==> src/rtl/reg_transfer_unit_pkg.sv <==
// Shared definitions for the register transfer unit.
// Holds the sequencer state encoding, register index width, register count,
// default data width and the write-port request record used by the bank.
package reg_transfer_unit_pkg;

    localparam int REG_IDX_W = 3;
    localparam int NUM_REGS  = 8;
    localparam int DEF_WIDTH = 16;
    localparam int CNT_W     = 4;

    typedef enum logic [1:0] {
        IDLE    = 2'd0,
        SETTLE  = 2'd1,
        CAPTURE = 2'd2
    } xfer_state_t;

    // Write-port request; data travels alongside because its width is a
    // module parameter.
    typedef struct packed {
        logic                 we;
        logic [REG_IDX_W-1:0] addr;
    } wr_req_t;

endpackage

==> src/rtl/reg_transfer_unit_reg_bank_8.sv <==
// reg_bank_8: eight WIDTH-bit registers with two write ports.
// Ports:
//   clk, rst            - rising-edge clock, synchronous active-high reset
//   xfer_req/xfer_data  - write port from the transfer sequencer
//   ext_req/ext_data    - external direct-load write port
//   regs                - all register contents, packed, index 0..7
// When both ports target the same register in one cycle the transfer write
// is kept; writes to different registers both land.
module reg_bank_8
    import reg_transfer_unit_pkg::*;
#(
    parameter int               WIDTH     = DEF_WIDTH,
    parameter logic [WIDTH-1:0] RESET_VAL = '0
) (
    input  logic                               clk,
    input  logic                               rst,
    input  wr_req_t                            xfer_req,
    input  logic [WIDTH-1:0]                   xfer_data,
    input  wr_req_t                            ext_req,
    input  logic [WIDTH-1:0]                   ext_data,
    output logic [NUM_REGS-1:0][WIDTH-1:0]     regs
);

    always_ff @(posedge clk) begin
        if (rst) begin
            for (int i = 0; i < NUM_REGS; i++) regs[i] <= RESET_VAL;
        end else begin
            for (int i = 0; i < NUM_REGS; i++) begin
                if (xfer_req.we && xfer_req.addr == REG_IDX_W'(i))
                    regs[i] <= xfer_data;
                else if (ext_req.we && ext_req.addr == REG_IDX_W'(i))
                    regs[i] <= ext_data;
            end
        end
    end

endmodule

==> src/rtl/reg_transfer_unit.sv <==
// reg_transfer_unit: eight-entry register bank plus a MOV Rd,Rs sequencer
// that drives an external 8:1 mux (r0..r7 -> in0..in7, sel -> select) and
// captures the mux output returned on bus_in.
// Ports:
//   clk, rst                     - clock, synchronous active-high reset
//   ext_load/ext_addr/ext_data   - direct register load, any state
//   cmd_valid/cmd_ready          - transfer handshake
//   cmd_src/cmd_dst              - source / destination register index
//   bus_in                       - mux output fed back
//   sel                          - mux select, holds last accepted source
//   done                         - one-cycle pulse after the destination write
//   r0..r7                       - register contents
module reg_transfer_unit
    import reg_transfer_unit_pkg::*;
#(
    parameter int               WIDTH         = DEF_WIDTH,
    parameter int               SETTLE_CYCLES = 1,
    parameter logic [WIDTH-1:0] RESET_VAL     = '0
) (
    input  logic                 clk,
    input  logic                 rst,
    input  logic                 ext_load,
    input  logic [REG_IDX_W-1:0] ext_addr,
    input  logic [WIDTH-1:0]     ext_data,
    input  logic                 cmd_valid,
    output logic                 cmd_ready,
    input  logic [REG_IDX_W-1:0] cmd_src,
    input  logic [REG_IDX_W-1:0] cmd_dst,
    input  logic [WIDTH-1:0]     bus_in,
    output logic [REG_IDX_W-1:0] sel,
    output logic                 done,
    output logic [WIDTH-1:0]     r0,
    output logic [WIDTH-1:0]     r1,
    output logic [WIDTH-1:0]     r2,
    output logic [WIDTH-1:0]     r3,
    output logic [WIDTH-1:0]     r4,
    output logic [WIDTH-1:0]     r5,
    output logic [WIDTH-1:0]     r6,
    output logic [WIDTH-1:0]     r7
);

    localparam logic [CNT_W-1:0] CNT_INIT = CNT_W'(SETTLE_CYCLES - 1);

    xfer_state_t                   state, state_nx;
    logic [CNT_W-1:0]              cnt;
    logic [REG_IDX_W-1:0]          src_q, dst_q;
    wr_req_t                       xfer_req, ext_req;
    logic [NUM_REGS-1:0][WIDTH-1:0] regs;

    always_ff @(posedge clk) begin
        if (rst) begin
            state <= IDLE;
            cnt   <= '0;
            src_q <= '0;
            dst_q <= '0;
            done  <= 1'b0;
        end else begin
            state <= state_nx;
            // done marks the cycle following the destination write
            done  <= (state == CAPTURE);
            case (state)
                IDLE: if (cmd_valid) begin
                    src_q <= cmd_src;
                    dst_q <= cmd_dst;
                    cnt   <= CNT_INIT;
                end
                SETTLE: if (cnt != '0) cnt <= cnt - 1'b1;
                default: ;
            endcase
        end
    end

    always_comb begin
        state_nx  = state;
        cmd_ready = 1'b0;
        case (state)
            IDLE: begin
                cmd_ready = 1'b1;
                if (cmd_valid) state_nx = SETTLE;
            end
            SETTLE:  if (cnt == '0) state_nx = CAPTURE;
            CAPTURE: state_nx = IDLE;
            default: state_nx = IDLE;
        endcase
    end

    // sel is the latched source, so it only moves on command acceptance
    assign sel = src_q;

    always_comb begin
        xfer_req      = '0;
        xfer_req.we   = (state == CAPTURE);
        xfer_req.addr = dst_q;
        ext_req       = '0;
        ext_req.we    = ext_load;
        ext_req.addr  = ext_addr;
    end

    reg_bank_8 #(
        .WIDTH     (WIDTH),
        .RESET_VAL (RESET_VAL)
    ) u_bank (
        .clk       (clk),
        .rst       (rst),
        .xfer_req  (xfer_req),
        .xfer_data (bus_in),
        .ext_req   (ext_req),
        .ext_data  (ext_data),
        .regs      (regs)
    );

    assign r0 = regs[0];
    assign r1 = regs[1];
    assign r2 = regs[2];
    assign r3 = regs[3];
    assign r4 = regs[4];
    assign r5 = regs[5];
    assign r6 = regs[6];
    assign r7 = regs[7];

endmodule

==> config.mk <==
export PLATFORM = sky130hd
export DESIGN_NAME = reg_transfer_unit
export DESIGN_NICKNAME = d
export VERILOG_FILES = /design/src/rtl/reg_transfer_unit_pkg.sv /design/src/rtl/reg_transfer_unit_reg_bank_8.sv /design/src/rtl/reg_transfer_unit.sv
export SDC_FILE = /design/constraint.sdc
export NUM_CORES = 1
export LEC_CHECK = 0
export ABC_AREA = 1
export BUFFER_PORTS_ARGS = -buffer_cell sky130_fd_sc_hd__buf_2
export CORE_MARGIN = 5
export CORE_UTILIZATION = 27
export DETAILED_ROUTE_END_ITERATION = 6
export GPL_ROUTABILITY_DRIVEN = 0
export SYNTH_ARGS = -nofsm -noshare
export SYNTH_HDL_FRONTEND = slang
export SYNTH_SLANG_ARGS = --single-unit
==> constraint.sdc <==
create_clock -name clk -period 1.95 [get_ports clk]
set_clock_uncertainty 0.2 [all_clocks]
set_input_delay 0 -clock clk [delete_from_list [all_inputs] [get_ports clk]]
set_output_delay 0 -clock clk [all_outputs]
set_load 0.01 [all_outputs]
---- Word level (Yosys, flattened, before mapping) ----
Index checks and enable logic that the tools add are counted.
W data, S select, Z words.
word-level totals
  bits of input ports ..................... 45
  register bits ........................... 141
operators by class
  add/subtract/negate cells ............... 1
  reductions and logical operators ........ 33
  equality and inequality tests ........... 19
  muxes and demuxes ....................... 23
operator list
  kind                   number
  $mux W16               16
  $eq A3 B3 Y1 const B   8
  $reduce_bool A2 Y1     9
  $logic_and A1 B1 Y1    16
  $eq A3 B2 Y1 const B   4
  $mux W4                2
  $pmux W4 S2            1
  $eq A3 B1 Y1 const B   2
  $logic_not A3 Y1       2
  $ne A2 B2 Y1 const B   3
  $logic_not A4 Y1       1
  $mux W2                2
  $pmux W2 S2            1
  $reduce_and A2 Y1      2
  $reduce_bool A4 Y1     1
  $sub A4 B1 Y4 const B  1
  $reduce_and A3 Y1      1
  $eq A2 B1 Y1 const B   1
  $eq A2 B2 Y1 const B   1
  $logic_not A2 Y1       1
  $mux W1                1

---- Depth between registers and ports, before layout ----
Gate-level depths: netlist of run 1.
  depth in word-level cells ............... 4
  gate-level depth with buffers ........... 9
  mapped depth without buffers ............ 8

---- Cells and area by module ----
A second synthesis of run 1 with hierarchy kept.
second synthesis, totals
  cell total of the unflattened synthesis .. 1035
  area, all modules ....................... 6718.9 um^2
by module, submodules not included
  module             seq. area each (um^2)  area each (um^2)  times used  cells each
  reg_bank_8         2562.5                 6188.4            1           966
  reg_transfer_unit  260.2                  530.5             1           69

---- Least setup slack after synthesis of run 1 ----
OpenSTA, ideal clock, no wires.
  kind .................................... register to register
  start point ............................. register cnt[0]
  end point ............................... register cnt[1]
  clock period less this slack ............ 1.415 ns
  cell stages (with the launch flop) ...... 7
  buffers on the path ..................... 0
  arrival time ............................ 1.145 ns
  setup slack ............................. 0.535 ns
  cells stage by stage .................... dfxtp_1 > inv_1 > ha_1 > nand2_1 > nand2_1 > or2_2 > a21oi_1
between the ends
  longest elaborated chain between the ends .. 3
  elaborated cells between the ends (all ways) .. 6
  classes of those cells .................. add/sub (1); eq/ne (1); mux (2); reduce/logical (2)
ends and longest elaborated chain
  item                                                        RTL line                 text
  from (decl)                                                 reg_transfer_unit.sv:45  logic [CNT_W-1:0] cnt;
  from (signal assigned)                                      reg_transfer_unit.sv:67  SETTLE: if (cnt != '0) cnt <= cnt - 1'b1;
  $sub A4 B1 Y4 / $reduce_bool A4 Y1 (equally long branches)  reg_transfer_unit.sv:67
  $mux W4 / $ne A2 B2 Y1 (equally long branches)              n/a
  $pmux W4 S2 / $reduce_and A3 Y1 (equally long branches)     n/a
Several ways; a longest one is shown, not always the timed one. The select of a mux whose other input is x is not followed.
A chain may end at the register's enable or synchronous reset.

---- Final worst setup path of run 1 ----
  start point ............................. input port ext_addr[1]
  end point ............................... register u_bank.regs[64] (netlist name)
between the ends
  longest elaborated chain between the ends .. 3
ends and longest elaborated chain
  item                                 RTL line                            text
  from (decl)                          reg_transfer_unit.sv:23             input logic [REG_IDX_W-1:0] ext_addr,
  $eq A3 B3 Y1                         reg_transfer_unit_reg_bank_8.sv:31  else if (ext_req.we && ext_req.addr == REG_IDX_W'(i))
  $logic_and A1 B1 Y1                  reg_transfer_unit_reg_bank_8.sv:31
  $reduce_bool A2 Y1 (no source line)  n/a
  to (signal, indexed assignment)      reg_transfer_unit_reg_bank_8.sv:30  regs[i] <= xfer_data;
  to (signal, indexed assignment)      reg_transfer_unit_reg_bank_8.sv:32  regs[i] <= ext_data;
  to (decl)                            reg_transfer_unit_reg_bank_8.sv:21  output logic [NUM_REGS-1:0][WIDTH-1:0] regs
No other way between the ends.

==> results of run 1 <==
==> worst reg2reg max path, cell delays in order (launching register included) <==
cell     delay, ps
dfxtp_1        320
inv_1           50
nand2_1        110
inv_1           70
nand2_1         60
buf_4          280
buf_4          190
nand3_1         70
nand3_1         80
inv_1           40
==> cell families after synthesis <==
| family | count (synthesis) | synth area share [%] |
|---|---|---|
| buf+inv | 144 | 10.5 |
| compound gates | 239 | 17.9 |
| fa+ha+maj | 1 | 0.188 |
| simple gates | 476 | 29.1 |
| flops | 141 | 42.3 |
==> flip-flops by register name, indices dropped and copies added (netlist names) <==
signal / flops
cnt: 4
state: 2
u_bank.regs: 128
done: 1
dst_q: 3
sel: 3
==> path summary, 6_finish.rpt <==
| check | cells after the start | to | startpoint |
|---|---|---|---|
| worst max-delay path | 7 | u_bank.regs[64]$_SDFFE_PP0P_ | ext_addr[1] |
| worst min register to register | 1 | cnt[0]$_SDFFE_PP0P_ | cnt[0]$_SDFFE_PP0P_ |
| worst max register to register | 9 | u_bank.regs[118]$_SDFFE_PP0P_ | state[0]$_SDFFE_PP0P_ |
| worst min-delay path | 4 | sel[1]$_SDFFE_PP0P_ | cmd_src[1] |
==> layout make-up <==
type,count,area (um2)
clock buffer,22,484
multi-input combinational,716,3150
inverter,72,270
fill,2560,15500
sequential,141,2820
tap,324,405
timing repair buffer,239,1520
clock inverter,10,136
==> per-stage QoR <==
step	total power [mW]	worst slack (ps)	cell area, um2
2_1_floorplan	3.60	535	6670
3_3_place_gp	3.93	420	7730
3_5_place_dp	3.94	397	7730
4_1_cts	7.46	335	8790
5_1_grt	7.70	173	8790
6_report	7.39	315	8790
==> metal layers <==
metal	up-vias	track usage (%)	share of wire [%]
li1	3568	-	-
met1	3329	23.5	44
met2	263	30.1	46
met3	41	4.86	7.0
met4	0	5.93	2.1
met5	-	0	0
==> cells in the final DEF (no fill, tap or decap), types with 17 or more instances in the layout <==
master         instances
nor2_1               116
o21ai_0              134
buf_2                177
nand2_1              277
nand3_1               51
dfxtp_1              141
or2_2                 17
inv_1                 63
dlygate4sd3_1         44
a21oi_1              105
clkbuf_16             17
==> power by group <==
group | switching [mW] | internal (mW) | total (mW)
logic | 0.569 | 0.325 | 0.894
registers | 0.0664 | 2.99 | 3.06
clock network | 1.30 | 2.14 | 3.44
==> results_dict.tcl, run 1 <==
set metrics [dict create \
    synth_edf_count 0 \
    status "complete, no violations" \
    synthTopCellsByArea "dfxtp_1, nand2_1, o21ai_0" \
    cts_max_path_buffers 2 \
    die_area_um2 28000 \
    nNetsFinal 1233 \
    syn2layout_area_growth_pct 31.8 \
    grt_max_degree 97 \
    finalSetupTns_ps 0 \
    yosysMostFrequentCell "nand2_1" \
    cts.sinks 141 \
    routed_wirelength_mm 26.2 \
    worst_pin_slew_ps 428 \
    htree_levels 4 \
    cp_cell_sequence "dlygate4sd3_1, buf_2, nor2_1, nand2_2, inv_2, a21oi_1, nor2_1" \
    syn_area_um2 6670 \
    final_util_pct 36.1 \
    power_density_nw_per_um2 841 \
    antenna_found_initial 0 \
    grt_overflow_total 0 \
    yosys.area.top_type_share_pct 42.3 \
    drt_first_iter_violations 641 \
    cp.arrival_ps 1780 \
    worstSkewPairLatency_ps 420 \
    cts_tree "yes" \
    hold_viol_final 0 \
    rows 57 \
    vias 7201 \
    post-cts-setup-buffers 0 \
    floorplan.initialDensity_pct 27.4 \
    cts_root_buf "clkbuf_16" \
    yosys.cell_types.count 21 \
    wl_per_cell_um 17.2 \
    async_reset_ff_share_pct 0 \
    worst_hold_path_type "primary input to register" \
    avgViaCountPerCell 4.73 \
    cp-end-kind "register" \
    layout_min_cycle_time_ps 1640 \
    ir_drop_v 0.000450 \
    dpl.cell_count 1448 \
    crit_family "buffers and inverters" \
    synth_top_cells_by_count "nand2_1, dfxtp_1, o21ai_0, nor2_1, a21oi_1" \
    syn_inst 1001 \
    finalCritPeriodShare_pct 83.9 \
    dpl.hpwl_mm 17.6 \
    syn_area_per_cell_um2 6.66 \
    die_h_um 167 \
    instances_no_fill 1524 \
    grt_usage_pct 18.3 \
    remaining_drc_errors 0 \
    setup_viol 0 \
    rsz0062_at_grt "no" \
    cts-hold-fix-buffers 44 \
    max_stage_delay_ps 540 \
    clkSlewWorstSetupHoldPaths_ps 60 \
    fmax_ghz 0.612 \
    cpMostUsedCell "nor2_1" \
    cp.required_ps 2100 \
    ant_nets 0 \
    synthesis.nets 1047 \
    regToRegSetupSlack_ps 360 \
    cp-start-kind "primary input" \
    critPathMaxFanout 17 \
    first_global_vias 6755 \
    firstDrtPassIters 5 \
    grt_pass1_wl_mm 40.3 \
    numCtsBuffers 17 \
    cts_resized 0 \
    maxSlewViolCount 0 \
    leakage_nw 4.75 \
    drive_gt1_share_pct 22.1 \
    synth-seq-cells 141 \
    yosys.area.top_type "dfxtp_1" \
    die_w_um 167 \
    portBuffers 177 \
    synth_ff_type "dfxtp_1" \
    path_buf_inv 3 \
    path_class "primary input to register" \
    cp_slowest_cell "dlygate4sd3_1" \
    drv_cap 0 \
    seq_area_frac_synth_pct 42.3 \
    core_area_um2 24300 \
    whs_ps 185 \
    antenna_cells 0 \
    ys_warn_count 0 \
    io_pins 178 \
    relSlewSlack_pct 71.4 \
]
Note: power is estimated with default switching activity, not from simulation.
==> run 2, diff against run 1 <==
- ABC_AREA: 1 -> 0
- clock period: 1.95 -> 1.6 ns (I/O delays scaled with it)
==> results_dict.tcl, run 2 <==
set metrics [dict create \
    status "finished with violations" \
    violations "negative setup slack" \
    syn_area_um2 6800 \
    dpl.cell_count 1283 \
    cp-start-kind "register" \
    p_int_mw 6.39 \
    leakage_nw 3.53 \
    cts_tree "yes" \
    grtUsageMet2_pct 32.0 \
    crit_path_start "dst_q[0]$_SDFFE_PP0P_" \
    finalSetupTns_ps -4440 \
    yosys.cell_types.count 37 \
    cp-end-kind "register" \
    critPathMaxFanout 7 \
    final_common_cell "nand2_1" \
    ant_nets 0 \
    worst_hold_path_type "primary input to register" \
    p_sw_share_pct 28.2 \
    core_area_um2 25000 \
    firstDrtPassIters 5 \
    worst_pin_slew_ps 479 \
    p_comb_share_pct 13.3 \
    instances_no_fill 1362 \
    grt_max_degree 75 \
    cts_root_buf "clkbuf_16" \
    wl_per_cell_um 23.1 \
    whs_path_depth 6 \
    synth_edf_count 0 \
    largestRegisters "u_bank.regs: 128 flops, cnt: 4 flops" \
    rows 58 \
    r2r-start "dst_q[0]$_SDFFE_PP0P_" \
    hold_viol_final 0 \
    ir_drop_v 0.000806 \
    cts_max_path_buffers 2 \
    nNetsFinal 1063 \
    die_w_um 169 \
    final_cell_mix "nand2_1, buf_2, dfxtp_1, nor3_1, a311oi_2" \
    htree_levels 4 \
    syn2layout_area_growth_pct 45.0 \
    synth-seq-cells 141 \
    maxSlewViolCount 0 \
    avgViaCountPerCell 5.56 \
    syn_area_per_cell_um2 7.97 \
    fmax_ghz 0.583 \
    place_area_um2 8090 \
    fin_ws_ps -116 \
    grt_pass1_wl_mm 44.4 \
    final_area_um2 9860 \
    drive_gt1_share_pct 40.6 \
    largest_register_ffs 128 \
    yosysMostFrequentCell "nand2_1" \
    portBuffers 177 \
    top_register "u_bank.regs" \
    ys_warn_count 0 \
    relSlewSlack_pct 68.1 \
    grt_usage_pct 20.3 \
    remaining_drc_errors 0 \
    synth_top_cells_by_count "nand2_1, dfxtp_1, nor3_1, a311oi_1, clkbuf_1" \
    syn_inst 854 \
    cp.required_ps 1730 \
    first_global_vias 7122 \
    routed_wirelength_mm 31.5 \
    synth_ff_type "dfxtp_1" \
    worstSkewPairLatency_ps 420 \
    io_pins 178 \
    path_class "register to register" \
    p_switching_mw 2.51 \
    cp_cell_sequence "or3b_4, or2_4, buf_6, a311oi_2" \
    dpl.hpwl_mm 19.3 \
    regToRegSetupSlack_ps -120 \
    use_met1_pct 26.2 \
    yosys.area.top_type_share_pct 41.5 \
    power_frac_clock_pct 45.1 \
    met3_usage_pct 5.28 \
    p_seq_share_pct 41.6 \
    drt_first_iter_violations 822 \
    timing.rr.end "u_bank.regs[83]$_SDFFE_PP0P_" \
    floorplan.initialDensity_pct 27.3 \
    die_area_um2 28500 \
    setup_viol 101 \
    cp.arrival_ps 1850 \
    seq_area_frac_synth_pct 41.5 \
    synthesis.nets 900 \
    async_reset_ff_share_pct 0 \
    finalCritPeriodShare_pct 107 \
    layout_min_cycle_time_ps 1720 \
    max_stage_delay_ps 410 \
    numCtsBuffers 17 \
    synthTopCellsByArea "dfxtp_1, nand2_1, a311oi_1" \
    yosys.area.top_type "dfxtp_1" \
    cp-endpoint "u_bank.regs[83]$_SDFFE_PP0P_" \
    grt_overflow_total 0 \
    clkSlewWorstSetupHoldPaths_ps 60 \
    drv_cap 0 \
    rsz0062_at_grt "yes" \
    r2r_cells 4 \
    antenna_found_initial 3 \
    cts.sinks 141 \
    grt-busiest-layer "met2" \
    vias 7568 \
    power_density_nw_per_um2 902 \
    die_h_um 169 \
    cp_slowest_cell "or3b_4" \
]
-- run 2: worst min-delay path by stage --
stage / from / end / slack, ps
floorplan: cmd_dst[0] / dst_q[0]$_SDFFE_PP0P_ / -70
CTS: ext_addr[0] / u_bank.regs[13]$_SDFFE_PP0P_ / 40
global route: ext_addr[0] / u_bank.regs[4]$_SDFFE_PP0P_ / 80
detailed placement: cmd_src[1] / sel[1]$_SDFFE_PP0P_ / 50
global placement: cmd_src[1] / sel[1]$_SDFFE_PP0P_ / 50
finish: ext_addr[1] / u_bank.regs[4]$_SDFFE_PP0P_ / 60
-- run 2: cell families after synthesis --
family                   Yosys count  share of synthesized area (%)
adder cells (fa/ha/maj)            1                          0.184
AND/OR/NAND/NOR                  441                           29.6
flip-flops                       141                           41.5
buffers and inverters            128                           8.22
AO/OA/AOI/OAI                    143                           20.5
-- run 2: final cells by class --
type | count | area, um2
inverters | 2 | 7.51
fillers | 2552 | 15100
well taps | 330 | 413
flip-flops and latches | 141 | 2830
clock buffers | 20 | 447
repair buffers | 268 | 1870
clock inverters | 12 | 138
diodes | 2 | 5.00
multi-input cells | 587 | 4150
-- run 2: timing repair --
action,in CTS,in global routing
setup buffers,1,3
gates cloned,0,5
hold endpoints to repair,140,0
endpoints found under the setup margin,119,129
pin swaps,8,46
hold buffers,40,0
gates resized for setup,29,118
-- run 2: metrics by stage --
step / total power [mW] / worst slack [ps] / utilization (%) / hold slack [ps]
final: 8.90 / -116 / 39.5 / 58.9
after global routing: 9.14 / -164 / 39.5 / 82.4
after CTS: 8.83 / -81.3 / 36.7 / 37.3
after detailed placement: 4.75 / -142 / 32.4 / 49.7
after floorplan: 4.29 / -222 / - / -71.6
after global placement: 4.74 / -131 / 32.4 / 45.7
-- run 2: routing by layer --
layer  wire length (um)  part of all wire (%)  vias to the layer above
met4               1420                   4.5                        2
met5                 13                 0.041                        -
met2              14500                    46                      369
li1                   -                     -                     3386
met1              13100                    42                     3717
met3               2530                   8.0                       94
-- run 2: power by group through the flow --
| stage | Clock, mW | Combinational [mW] | Sequential (mW) |
|---|---|---|---|
| global placement | 0 | 0.970 | 3.77 |
| CTS | 4.05 | 1.08 | 3.69 |
| detailed placement | 0 | 0.977 | 3.77 |
| floorplan | 0 | 0.485 | 3.80 |
| global route | 4.19 | 1.24 | 3.71 |
| finish | 4.02 | 1.19 | 3.70 |
-- run 2: critical path, delay by kind of cell (launching register included) --
kind / cells / cell delay, ps
AO/OA/AOI/OAI: 1 / 250
flip-flops: 1 / 360
buffers and inverters: 1 / 150
AND/OR/NAND/NOR: 2 / 660
